### src/rtl/enigma_pkg.sv
// Shared Enigma definitions: ASCII anchors, letter-index type, plugboard FSM
// states and the character/letter conversion helpers.
package enigma_pkg;

   localparam logic [15:0] ASCII_A  = 16'd65;
   localparam logic [15:0] ASCII_LA = 16'd97;
   localparam int          ALPHA_N  = 26;

   typedef logic [4:0] letter_t;

   localparam letter_t LETTER_MAX = letter_t'(ALPHA_N - 1);

   typedef enum logic [1:0] {
      ST_IDLE,
      ST_SCAN,
      ST_OUT,
      ST_STROBE
   } plug_state_t;

   function automatic logic is_upper(input logic [15:0] c);
      return (c >= ASCII_A) && (c < ASCII_A + 16'(ALPHA_N));
   endfunction

   function automatic logic is_lower(input logic [15:0] c);
      return (c >= ASCII_LA) && (c < ASCII_LA + 16'(ALPHA_N));
   endfunction

   // Only meaningful when the code is a letter of either case.
   function automatic letter_t to_idx(input logic [15:0] c);
      logic [15:0] off;
      off = is_lower(c) ? (c - ASCII_LA) : (c - ASCII_A);
      return letter_t'(off);
   endfunction

   function automatic logic [15:0] to_ascii(input letter_t idx, input logic lower);
      return (lower ? ASCII_LA : ASCII_A) + {11'd0, idx};
   endfunction

endpackage

### src/rtl/plug_pair_table.sv
// Swap-pair slot storage for the plugboard.
// Ports:
//   clk, rst        clock, synchronous active-low reset (clears all slots)
//   idle            high while the owning FSM is in IDLE; config only lands then
//   cfg_wr/cfg_clr  slot write / clear-all requests
//   cfg_idx/en/a/b  slot number, enable and the two letter indices
//   cfg_err         one-cycle pulse after a rejected request
//   rd_idx -> rd_en, rd_a, rd_b   combinational slot read for the scanner
module plug_pair_table
   import enigma_pkg::*;
#(
   parameter int NUM_PAIRS = 10,
   parameter int IDX_W     = 4
) (
   input  logic             clk,
   input  logic             rst,
   input  logic             idle,
   input  logic             cfg_wr,
   input  logic             cfg_clr,
   input  logic [IDX_W-1:0] cfg_idx,
   input  logic             cfg_en,
   input  letter_t          cfg_a,
   input  letter_t          cfg_b,
   output logic             cfg_err,
   input  logic [IDX_W-1:0] rd_idx,
   output logic             rd_en,
   output letter_t          rd_a,
   output letter_t          rd_b
);

   logic [NUM_PAIRS-1:0] en_q, en_d;
   letter_t              a_q [NUM_PAIRS];
   letter_t              a_d [NUM_PAIRS];
   letter_t              b_q [NUM_PAIRS];
   letter_t              b_d [NUM_PAIRS];
   logic                 cfg_err_q, cfg_err_d;

   logic idx_bad;
   logic pair_bad;
   logic conflict;

   // A letter may live in only one enabled slot; the slot being rewritten
   // does not count against itself.
   always_comb begin
      conflict = 1'b0;
      for (int i = 0; i < NUM_PAIRS; i++) begin
         if (en_q[i] && (IDX_W'(i) != cfg_idx) &&
             (a_q[i] == cfg_a || a_q[i] == cfg_b ||
              b_q[i] == cfg_a || b_q[i] == cfg_b))
            conflict = 1'b1;
      end
   end

   assign idx_bad  = int'(cfg_idx) >= NUM_PAIRS;
   assign pair_bad = (cfg_a == cfg_b) || (cfg_a > LETTER_MAX) ||
                     (cfg_b > LETTER_MAX) || conflict;

   always_comb begin
      en_d      = en_q;
      a_d       = a_q;
      b_d       = b_q;
      cfg_err_d = 1'b0;
      if (cfg_clr) begin
         if (idle) en_d = '0;
         else      cfg_err_d = 1'b1;
      end else if (cfg_wr) begin
         if (!idle || idx_bad || (cfg_en && pair_bad)) begin
            cfg_err_d = 1'b1;
         end else begin
            for (int i = 0; i < NUM_PAIRS; i++) begin
               if (IDX_W'(i) == cfg_idx) begin
                  en_d[i] = cfg_en;
                  if (cfg_en) begin
                     a_d[i] = cfg_a;
                     b_d[i] = cfg_b;
                  end
               end
            end
         end
      end
   end

   always_ff @(posedge clk) begin
      if (!rst) begin
         en_q      <= '0;
         cfg_err_q <= 1'b0;
         for (int i = 0; i < NUM_PAIRS; i++) begin
            a_q[i] <= '0;
            b_q[i] <= '0;
         end
      end else begin
         en_q      <= en_d;
         a_q       <= a_d;
         b_q       <= b_d;
         cfg_err_q <= cfg_err_d;
      end
   end

   always_comb begin
      rd_en = 1'b0;
      rd_a  = '0;
      rd_b  = '0;
      for (int i = 0; i < NUM_PAIRS; i++) begin
         if (IDX_W'(i) == rd_idx) begin
            rd_en = en_q[i];
            rd_a  = a_q[i];
            rd_b  = b_q[i];
         end
      end
   end

   assign cfg_err = cfg_err_q;

endmodule

### src/rtl/plugboard_stage.sv
// Enigma plugboard ahead of the first rotor: accepts one ASCII character,
// swaps it through the programmed letter pairs and strobes the rotor.
// Ports:
//   clk, rst                 clock, synchronous active-low reset
//   char_in/valid/ready      character handshake (ready only in IDLE)
//   cfg_*                    pair-table configuration, see plug_pair_table
//   plug_board/plug_valid    swapped character, one-cycle update pulse
//   signal                   rotor strobe, the cycle after plug_valid
//
// state     | meaning
// ----------+----------------------------------------------------------
// ST_IDLE   | waiting for a character, config writes accepted
// ST_SCAN   | walking slots 0..NUM_PAIRS-1, one per cycle
// ST_OUT    | registering the result onto plug_board
// ST_STROBE | registering the rotor strobe
module plugboard_stage
   import enigma_pkg::*;
#(
   parameter int NUM_PAIRS = 10,
   parameter int IDX_W     = 4
) (
   input  logic             clk,
   input  logic             rst,
   input  logic [15:0]      char_in,
   input  logic             char_valid,
   output logic             char_ready,
   input  logic             cfg_wr,
   input  logic             cfg_clr,
   input  logic [IDX_W-1:0] cfg_idx,
   input  logic             cfg_en,
   input  logic [4:0]       cfg_a,
   input  logic [4:0]       cfg_b,
   output logic             cfg_err,
   output logic [15:0]      plug_board,
   output logic             plug_valid,
   output logic             signal
);

   localparam logic [IDX_W-1:0] LAST_SLOT = IDX_W'(NUM_PAIRS - 1);

   plug_state_t      state_q, state_d;
   logic [15:0]      result_q, result_d;
   letter_t          letter_q, letter_d;
   logic             is_let_q, is_let_d;
   logic             lower_q, lower_d;
   logic             found_q, found_d;
   logic [IDX_W-1:0] scan_left_q, scan_left_d;
   logic [15:0]      plug_board_q, plug_board_d;
   logic             plug_valid_q, plug_valid_d;
   logic             signal_q, signal_d;

   logic             rd_en;
   letter_t          rd_a, rd_b;
   logic [IDX_W-1:0] rd_idx;

   // Remaining-slot down-counter; slots are still visited in ascending order.
   assign rd_idx = LAST_SLOT - scan_left_q;

   plug_pair_table #(
      .NUM_PAIRS (NUM_PAIRS),
      .IDX_W     (IDX_W)
   ) u_table (
      .clk     (clk),
      .rst     (rst),
      .idle    (state_q == ST_IDLE),
      .cfg_wr  (cfg_wr),
      .cfg_clr (cfg_clr),
      .cfg_idx (cfg_idx),
      .cfg_en  (cfg_en),
      .cfg_a   (cfg_a),
      .cfg_b   (cfg_b),
      .cfg_err (cfg_err),
      .rd_idx  (rd_idx),
      .rd_en   (rd_en),
      .rd_a    (rd_a),
      .rd_b    (rd_b)
   );

   always_comb begin
      state_d      = state_q;
      result_d     = result_q;
      letter_d     = letter_q;
      is_let_d     = is_let_q;
      lower_d      = lower_q;
      found_d      = found_q;
      scan_left_d  = scan_left_q;
      plug_board_d = plug_board_q;
      plug_valid_d = 1'b0;
      signal_d     = 1'b0;
      case (state_q)
         ST_IDLE: begin
            if (char_valid) begin
               result_d    = char_in;
               letter_d    = to_idx(char_in);
               is_let_d    = is_upper(char_in) || is_lower(char_in);
               lower_d     = is_lower(char_in);
               found_d     = 1'b0;
               scan_left_d = LAST_SLOT;
               state_d     = ST_SCAN;
            end
         end
         ST_SCAN: begin
            // Matching is on the original letter, so a swap never re-matches.
            if (rd_en && is_let_q && !found_q) begin
               if (rd_a == letter_q) begin
                  result_d = to_ascii(rd_b, lower_q);
                  found_d  = 1'b1;
               end else if (rd_b == letter_q) begin
                  result_d = to_ascii(rd_a, lower_q);
                  found_d  = 1'b1;
               end
            end
            if (scan_left_q == '0) state_d = ST_OUT;
            else                   scan_left_d = scan_left_q - 1'b1;
         end
         ST_OUT: begin
            plug_board_d = result_q;
            plug_valid_d = 1'b1;
            state_d      = ST_STROBE;
         end
         ST_STROBE: begin
            signal_d = 1'b1;
            state_d  = ST_IDLE;
         end
         default: state_d = ST_IDLE;
      endcase
   end

   always_ff @(posedge clk) begin
      if (!rst) begin
         state_q      <= ST_IDLE;
         result_q     <= '0;
         letter_q     <= '0;
         is_let_q     <= 1'b0;
         lower_q      <= 1'b0;
         found_q      <= 1'b0;
         scan_left_q  <= '0;
         plug_board_q <= '0;
         plug_valid_q <= 1'b0;
         signal_q     <= 1'b0;
      end else begin
         state_q      <= state_d;
         result_q     <= result_d;
         letter_q     <= letter_d;
         is_let_q     <= is_let_d;
         lower_q      <= lower_d;
         found_q      <= found_d;
         scan_left_q  <= scan_left_d;
         plug_board_q <= plug_board_d;
         plug_valid_q <= plug_valid_d;
         signal_q     <= signal_d;
      end
   end

   assign char_ready = (state_q == ST_IDLE);
   assign plug_board = plug_board_q;
   assign plug_valid = plug_valid_q;
   assign signal     = signal_q;

endmodule

### config.mk
export PLATFORM = sky130hd
export DESIGN_NAME = plugboard_stage
export DESIGN_NICKNAME = d
export VERILOG_FILES = /design/src/rtl/enigma_pkg.sv /design/src/rtl/plug_pair_table.sv /design/src/rtl/plugboard_stage.sv
export SDC_FILE = /design/constraint.sdc
export NUM_CORES = 1
export LEC_CHECK = 0
export CAP_MARGIN = 20
export CORE_ASPECT_RATIO = 1.25
export CORE_MARGIN = 8
export CORE_UTILIZATION = 35
export CTS_BUF_LIST = sky130_fd_sc_hd__clkbuf_8
export DETAILED_ROUTE_END_ITERATION = 8
export DONT_BUFFER_PORTS = 1
export PLACE_DENSITY = 0.56
export SLEW_MARGIN = 20
export SYNTH_ARGS = -nofsm -noshare
export SYNTH_HDL_FRONTEND = slang
export SYNTH_SLANG_ARGS = --single-unit
### constraint.sdc
create_clock -name clk -period 4.1 [get_ports clk]
set_input_delay 0.205 -clock clk [delete_from_list [all_inputs] [get_ports clk]]
set_output_delay 0.205 -clock clk [all_outputs]
set_load 0.005 [all_outputs]
* After elaboration in Yosys (flattened, before gate mapping)
Cells that the tools add are included.
** Cells by class
- Add/sub/neg operators :: 6
- Reductions and logical operators :: 104
- Bitwise operators :: 2
- Mux-type cells :: 78
- Eq/ne operators :: 80
- $lt $le $gt $ge :: 7
** Operators with widths (number)
- equality test 5 bit :: 43
- 2-to-1 mux 5 bit :: 21
- 2-to-1 mux 16 bit :: 4
- AND reduction 5 bit :: 10
- AND reduction 4 bit :: 11
- 2-to-1 mux 1 bit :: 40
- 2-to-1 mux 10 bit :: 4
- logical OR 1 bit :: 36
- equality test 3 x 4 -> 1 bit (first input constant) :: 8
- >= comparator 16 x 7 -> 1 bit (second input constant) :: 2
- less-than comparator 16 x 7 -> 1 bit (second input constant) :: 2
- one-hot mux 16 bit (2 select lines) :: 1
- logical AND 1 bit :: 25
- nonzero test 2 bit :: 12
- adder 16 x 5 -> 16 bit :: 1
- equality test 2 x 4 -> 1 bit (first input constant) :: 4
- equality test 4 bit (first input constant) :: 4
- inequality test 3 x 4 -> 1 bit (first input constant) :: 4
- logical NOT 4 bit :: 3
- > comparator 5 bit (second input constant) :: 2
- inequality test 2 bit (second input constant) :: 5
- subtractor 5 x 1 -> 5 bit (second input constant) :: 2
- adder 7 x 5 -> 8 bit :: 1
- equality test 1 x 4 -> 1 bit (first input constant) :: 2
- 22 further kinds :: 30
** Storage, ports and cells
- Bits in registers :: 159
- Word-level logic and storage cells :: 318
- Bits of input ports :: 36
- Output and inout bits :: 20

* Longest topological paths before layout
Gate-level depths: netlist of run 1.
- Word-level depth :: 21
- Mapped depth :: 18
- Gate-level depth less buffers :: 13

* By module
A second synthesis of run 1 with hierarchy kept.
** Unflattened totals
- Cell total of the unflattened synthesis :: 1185
- Area, all modules :: 10109.7 um^2
** By module, submodules not included
- plug_pair_table :: cells each 911, instances 1, area an instance 7556.0 um^2, seq. area each 2222.1 um^2
- plugboard_stage :: cells each 274, instances 1, area an instance 2553.7 um^2, seq. area each 960.9 um^2

* Worst setup path after synthesis of run 1
Ideal clock, no wire load.
- Path kind :: reg-to-reg
- Start point :: register scan_left_q[1]
- End point :: register result_q[6]
- Buffers on the path :: 2
- Data arrival time :: 3136 ps
- Setup time :: 117 ps
- Cell stages (with the launch flop) :: 14
- Path slack :: 846 ps
- Data required time :: 3983 ps
- Period minus slack after synthesis :: 3254 ps
- Path through :: dfxtp_1 > inv_1 > ha_1 > or2_1 > or4_1 > o211a_2 > or2_0 > a311oi_2 > and4_1 > buf_2 > and3_1 > buf_4 > nor2_1 > a32o_1
** On the way
- Cells in the longest elaborated chain, start to end :: 17
- Elaborated cells between the ends (all ways) :: 54
- Classes of those cells :: 3 x add/sub; 13 x eq/ne; 34 x mux; 4 x reduce/logical
** Ends and longest elaborated chain
- start: declaration :: line plugboard_stage.sv:47 : logic [IDX_W-1:0] scan_left_q, scan_left_d;
- start signal: assignment :: line plugboard_stage.sv:148 : scan_left_q <= scan_left_d;
- subtractor 4 bit (*) :: line plugboard_stage.sv:57 : assign rd_idx = LAST_SLOT - scan_left_q;
- branches (longest 16 deep; another with adder 16 x 5 -> 16 bit)
- end signal: assignment :: line plugboard_stage.sv:143 : result_q <= result_d;
- end: declaration :: line plugboard_stage.sv:42 : logic [15:0] result_q, result_d;
Every way passes the cells marked *. The select of a mux whose other input is x is not followed.
A chain may end at the register's enable or synchronous reset.

* Final worst setup path of run 1
- Start point :: register scan_left_q[0]
- End point :: register result_q[5]
The elaborated chain is that of the path after synthesis.

==> metrics, run 1 <==
crit end category=flop; crit path DAT=between 4 and 5 ns; endpoints failing setup=0; largest net degree at the start of global routing=91; share of cells above drive strength 1=0.07793; GP Congestion=0.9076; Iter 0 DRT Violations=683; CP max FO=18; post-DP HPWL=about 25000 um; Worst Tran Pin Value=around 1.0 ns; gr busiest metal=met2; power per cell area=519.0 mW/mm^2; setup total negative slack=0 ns; hold path start=char_in[6]; # hold bufs at CTS=32; H-tree levels=4; unrepaired setup endpoints after global routing=no; Yosys warnings=0; clock transition at the registers of the reported paths=0.10 ns; total of max-cap violations=0; Post-DRT Antenna Nets=0; CP startpoint=scan_left_q[0]; synthesized area=0.01085 sq mm; final wirelength=around 39000 um; met2 usage=0.3514; DR pass1 iterations=5; Syn Area/Cell=approximately 8.4 sq um; met3 GRT Util=0.03573; # rows=72; gr ovfl total=0; Final Max Slew Viols=0; Max Freq=approximately 260 MHz; initial antenna violation count=0; post-route insts no fill=1703; Die Span Y=around 210 um; number of port buffers=0; Final min period=between 3 and 4 ns; I/O Pins=56; Final Hold Fails=0; routed length per placed instance=22.70 um; relative slew slack=0.3243; Top Family by Delay on Critical Path=compound AO/OA/AOI/OAI gates; Initial Util=0.3532; GR Util All Layers=0.2054; post-synth net total=1350; Critical Path, Cell by Cell=inv_1 > ha_1 > inv_2 > o2111ai_1 > o22ai_1 > a311oi_2 > a21oi_2 > xor2_1 > o41a_1 > nand2_1 > o221a_1; library cells used by synthesis=86; mean number of vias per cell=5.706; Gate Count Post-Synth=about 1.3k; fin nets=1334; DR vias=9718; area added between synthesis and finish=8.857%; Resize count post-CTS=0; CTS tree=done; number of synthesized register bits=159; number of synthesized flops with an enable pin=0; Core Box Area=0.03072 sq mm; ys async rst share=0; Num Clock Sinks=between 150 and 200; fillers=3171; number of instances in the placed design=1639; RR Startpoint=scan_left_q[0]; total CTS buffers=17; die area=0.03692 sq mm; first-pass GRT wire length=58370 um; hold crit path type=input pin to flop; GR met1 Demand/Resource=0.2480; period utilization=0.9211; post-synthesis sequential area ratio=0.2934; cell leakage power=between 4 and 5 nW; setup bufs post-CTS=0; vias in the first global route=9276; n_diodes=0; Clk Latency, worst-skew pair=between 0.4 and 0.5 ns; slowest stage cell, crit path=o41a_1; Slowest Stage Delay on Critical Path=0.54 ns; Startpoint Class=flop; CTS Root Cell=clkbuf_8; kind of critical path=flop to flop; crit path buf inv count=2; Critical Path RT=4.49 ns; Residual DRC=0; clk buf depth=2; top_reg_cell synth=dfxtp_1; worst-case clock skew=between 0.02 and 0.025 ns; Max IR drop VDD=between 0.0002 and 0.00025 V; die span in x=~170 um; status=finished, final reports clean
==> logic make-up (layout without fill, tap and decap cells) <==
family                   count (synthesis)  count (layout)  synth area share
flip-flops                             159             159            0.2934
buffers and inverters                  128             125           0.06412
AO/OA/AOI/OAI                          223             223            0.1530
multiplexers                           105             105           0.09687
AND/OR/NAND/NOR                        445             445            0.1924
XOR/XNOR                               224             224            0.1829
adder cells (fa/ha/maj)                 15              15           0.01730
==> synthesized netlist by cell type (all sizes together), types with 5 or more instances <==
cell	number	area, sq um
a211oi	10	75.07
a22oi	9	67.56
a311oi	7	73.82
o22ai	9	62.56
nand3	85	425.4
xor2	118	1049
clkbuf	41	153.9
o211a	5	50.05
inv	20	75.07
a32oi	8	77.58
a211o	5	43.79
mux2i	105	1051
nor3	61	305.3
o211ai	13	97.59
nor2	146	548.0
ha	15	187.7
a21oi	58	294.0
a221oi	8	76.32
buf	67	466.7
xnor2	106	935.9
nand2b	7	43.79
dfxtp	159	3183
a41oi	7	61.31
o21ai	24	120.1
and3	7	43.79
nand2	79	299.0
nor4	8	50.05
nor2b	15	93.84
a31oi	6	43.79
o31ai	11	82.58
nand4	6	43.79
==> layer usage <==
layer | part of all wire | routed length [um] | up-vias
met1 | 0.42 | 16210 | 4754
met3 | 0.061 | 2360 | 77
met5 | 0 | 0 | -
met4 | 0.041 | 1578 | 0
met2 | 0.48 | 18520 | 362
li1 | - | - | 4525
==> per-stage QoR <==
step	instance area, sq um	setup WS, ns	power [mW]	utilization	hold WS, ns
floorplan	10850	0.8463	4.022	-	0.3008
global placement	11060	0.4419	4.745	0.3601	0.3043
detailed placement	11060	0.4210	4.732	0.3601	0.3060
CTS	11810	0.4033	6.117	0.3844	0.001858
global route	11810	0.02929	6.463	0.3844	0.01116
finish	11810	0.3233	6.130	0.3844	0.02625
==> worst paths after layout <==
kind                               endpoint  slack, ns  cells past startpoint
worst min-delay path            result_q[6]       0.03                      3
worst max register to register  result_q[5]       0.32                     11
worst min register to register     is_let_q       0.50                      2
worst max-delay path            result_q[5]       0.32                     11
==> registers in the layout, summed over array words and instances (netlist names), 2 cells and up <==
name / count
u_table.a_q: 50
letter_q: 5
result_q: 16
u_table.b_q: 50
state_q: 2
scan_left_q: 4
u_table.en_q: 10
plug_board: 16
==> where the power goes <==
part           leakage, nW  switching, mW  internal, mW
Sequential            1.29          0.108          1.66
Clock                0.216          0.684         0.623
Combinational         3.27           1.95          1.11
Total                 4.77           2.74          3.39
==> worst reg2reg max path, cell delays in order, from the launching register on <==
cell       delay [ns]
dfxtp_1          0.42
inv_1            0.12
ha_1             0.42
inv_2            0.36
o2111ai_1        0.16
o22ai_1          0.29
a311oi_2         0.17
a21oi_2          0.34
xor2_1           0.33
o41a_1           0.54
nand2_1          0.24
o221a_1          0.29
==> placed cells by master, fill, tap and decap left out, types with 5 or more instances in the layout <==
cell             n
o211ai_1        13
nand2_1         78
nor4_1           6
nand3_1         85
mux2i_1        105
a32oi_1          7
dfxtp_1        159
o31ai_1         11
inv_6            9
inv_1           18
xor2_1         116
dlygate4sd3_1   32
a21oi_1         57
and3_1           7
a211oi_1        10
a31oi_1          5
nand2b_1         7
nor2b_1         15
a221oi_1         7
a211o_1          5
ha_1            14
o22ai_1          8
o21ai_0         24
buf_4           41
a311oi_1         5
nor3_1          61
a22oi_1          9
clkbuf_8        17
xnor2_1        105
a41oi_1          7
nor2_1         146
nand4_1          5
==> cell type report <==
cell class | instances | area, sq um | share of cell area
multi-input cells | 1012 | 6985 | 0.5915
flip-flops and latches | 159 | 3183 | 0.2695
repair buffers | 73 | 628.1 | 0.05318
well taps | 407 | 509.2 | 0.04312
clock buffers | 17 | 234.0 | 0.01981
clock inverters | 15 | 192.7 | 0.01632
inverters | 20 | 77.57 | 0.006568
Note: power is estimated with default switching activity, not from simulation.
==> run 2, diff against run 1 <==
--- a/config.mk
+++ b/config.mk
@@ -7,2 +7,3 @@
 export LEC_CHECK = 0
+export BUFFER_PORTS_ARGS = -buffer_cell sky130_fd_sc_hd__buf_2
 export CAP_MARGIN = 20
@@ -13,4 +14,3 @@
 export DETAILED_ROUTE_END_ITERATION = 8
-export DONT_BUFFER_PORTS = 1
-export PLACE_DENSITY = 0.56
+export PLACE_DENSITY = 0.57
 export SLEW_MARGIN = 20
--- a/constraint.sdc
+++ b/constraint.sdc
@@ -3,2 +3,2 @@
 set_output_delay 0.205 -clock clk [all_outputs]
-set_load 0.005 [all_outputs]
+set_load 0.1 [all_outputs]
==> run 2 against run 1 <==
Sequential share of layout area decreased by 0.55 points. Power increased by 1.8%. Utilization increased by 0.79 points. Non-clock buffer count increased by 59. Sequential power about the same. Global-route usage decreased by 1.3 points. Clock power decreased by 8%. Critical path type unchanged. Critical endpoint is now result_q[10]. Highest routed layer unchanged.
==> metrics, run 2 (same netlist as run 1, synthesis figures left out) <==
total of max-cap violations=0; Post-Route Utilization=0.3924; clk buf depth=2; most common cell after layout, fill and taps aside=dfxtp_1; die span in x=173.5 um; final wirelength=around 36000 um; DR vias=9685; Final Hold Fails=0; post-DP HPWL=26370 um; initial antenna violation count=0; fin nets=roughly 1.4k; Post-DP Area=0.01155 sq mm; Critical Path RT=approximately 4.5 ns; Final min period=between 3 and 4 ns; Post-DRT Antenna Nets=0; worst reg2reg path depth=12; kind of critical path=flop to flop; number of port buffers=55; mean number of vias per cell=5.497; Num Clock Sinks=159; endpoints failing setup=0; Min Hold Slack=0.06750 ns; CTS Root Cell=clkbuf_8; gr ovfl total=0; cell area after layout=0.01205 sq mm; die area=0.03692 sq mm; crit end category=flop; setup slack after layout=0.3331 ns; Core Box Area=0.03072 sq mm; CP max FO=18; cell leakage power=5.041 nW; first-pass GRT wire length=55920 um; Worst Tran Pin Value=roughly 1.0 ns; Max Freq=265.5 MHz; GR Util All Layers=0.1924; Place WS=between 0.3 and 0.4 ns; Regs by FF count=u_table.a_q (50), u_table.b_q (50); Residual DRC=0; Die Span Y=212.8 um; worst-case clock skew=~0.022 ns; DR pass1 iterations=5; status=finished, final reports clean; Startpoint Class=flop; hold depth=3; Clk Latency, worst-skew pair=0.50 ns; post-route insts no fill=1762; power consumption=6.238 mW; commonest non-fill, non-tap cells in the layout=159 x dfxtp_1, 146 x nor2_1, 116 x xor2_1; I/O Pins=56; Resize count post-CTS=0; routed length per placed instance=20.27 um; crit path DAT=around 4.1 ns; CTS tree=done; largest net degree at the start of global routing=60; vias in the first global route=about 9.6k; n_diodes=0; Iter 0 DRT Violations=672; period utilization=0.9188; relative slew slack=0.3002; Initial Util=0.3532; hold crit path type=input pin to flop; setup total negative slack=0 ns; unrepaired setup endpoints after global routing=no; area added between synthesis and finish=11.11%; number of instances in the placed design=between 1.5k and 2k; GP Congestion=0.9451; H-tree levels=4; Max IR drop VDD=0.0002951 V; # rows=72; Final Max Slew Viols=0; total CTS buffers=17; clock transition at the registers of the reported paths=0.11 ns; share of cells above drive strength 1=0.1336; power per cell area=517.5 mW/mm^2
run 2: cell types whose count changed in the layout (fill, tap and decap cells not counted):
cell           previous run  this run
buf_12                    0         2
buf_2                     0        55
buf_4                    41        64
bufinv_16                 3         1
clkbuf_8                 17        18
clkinv_2                  1         0
clkinv_4                  0         4
dlygate4sd3_1            32        11
inv_6                     9         7
run 2: worst paths after layout:
kind / slack (ns) / startpoint / end
max: 0.33 / scan_left_q[0] / result_q[10]
min: 0.07 / char_in[3] / letter_q[3]
max reg2reg: 0.33 / scan_left_q[0] / result_q[10]
min reg2reg: 0.49 / is_let_q / is_let_q
run 2: critical path, stage by stage, from the launching register on:
cell and delay [ns]:
dfxtp_1 0.43, inv_1 0.12, ha_1 0.44, or2_1 0.35, or4_1 0.51, o211a_2 0.17
or2_0 0.25, a311oi_2 0.30, and4_1 0.28, nand3_1 0.25, buf_4 0.26, a32oi_1 0.22
nor2_1 0.06
run 2: routing by layer:
layer  vias up  track usage  routed length (um)  share of wire
met5         -            0                   0              0
met4         0       0.1069                1838          0.051
met3        84      0.03927                1657          0.046
met2       282       0.3204               16810           0.47
met1      4672       0.2299               15410           0.43
li1       4647            -                   -              -
run 2: cell type report:
| type | count | area (sq um) |
|---|---|---|
| tap | 407 | 509.2 |
| multi-input combinational | 1012 | 6985 |
| clock inverter | 14 | 145.1 |
| inverter | 20 | 77.57 |
| fill | 3164 | 18670 |
| timing repair buffer | 132 | 905.9 |
| sequential | 159 | 3183 |
| clock buffer | 18 | 247.7 |
run 2: timing repair:
action	4_1_cts	5_1_grt
hold endpoints to repair	11	0
buffers inserted	0	0
hold buffers	11	0
run 2: where the power goes:
part / switching (mW) / total [mW] / internal [mW]
Sequential: 0.102 / 1.76 / 1.66
Clock: 0.693 / 1.21 / 0.517
Combinational: 2.15 / 3.27 / 1.12
Total: 2.94 / 6.24 / 3.29
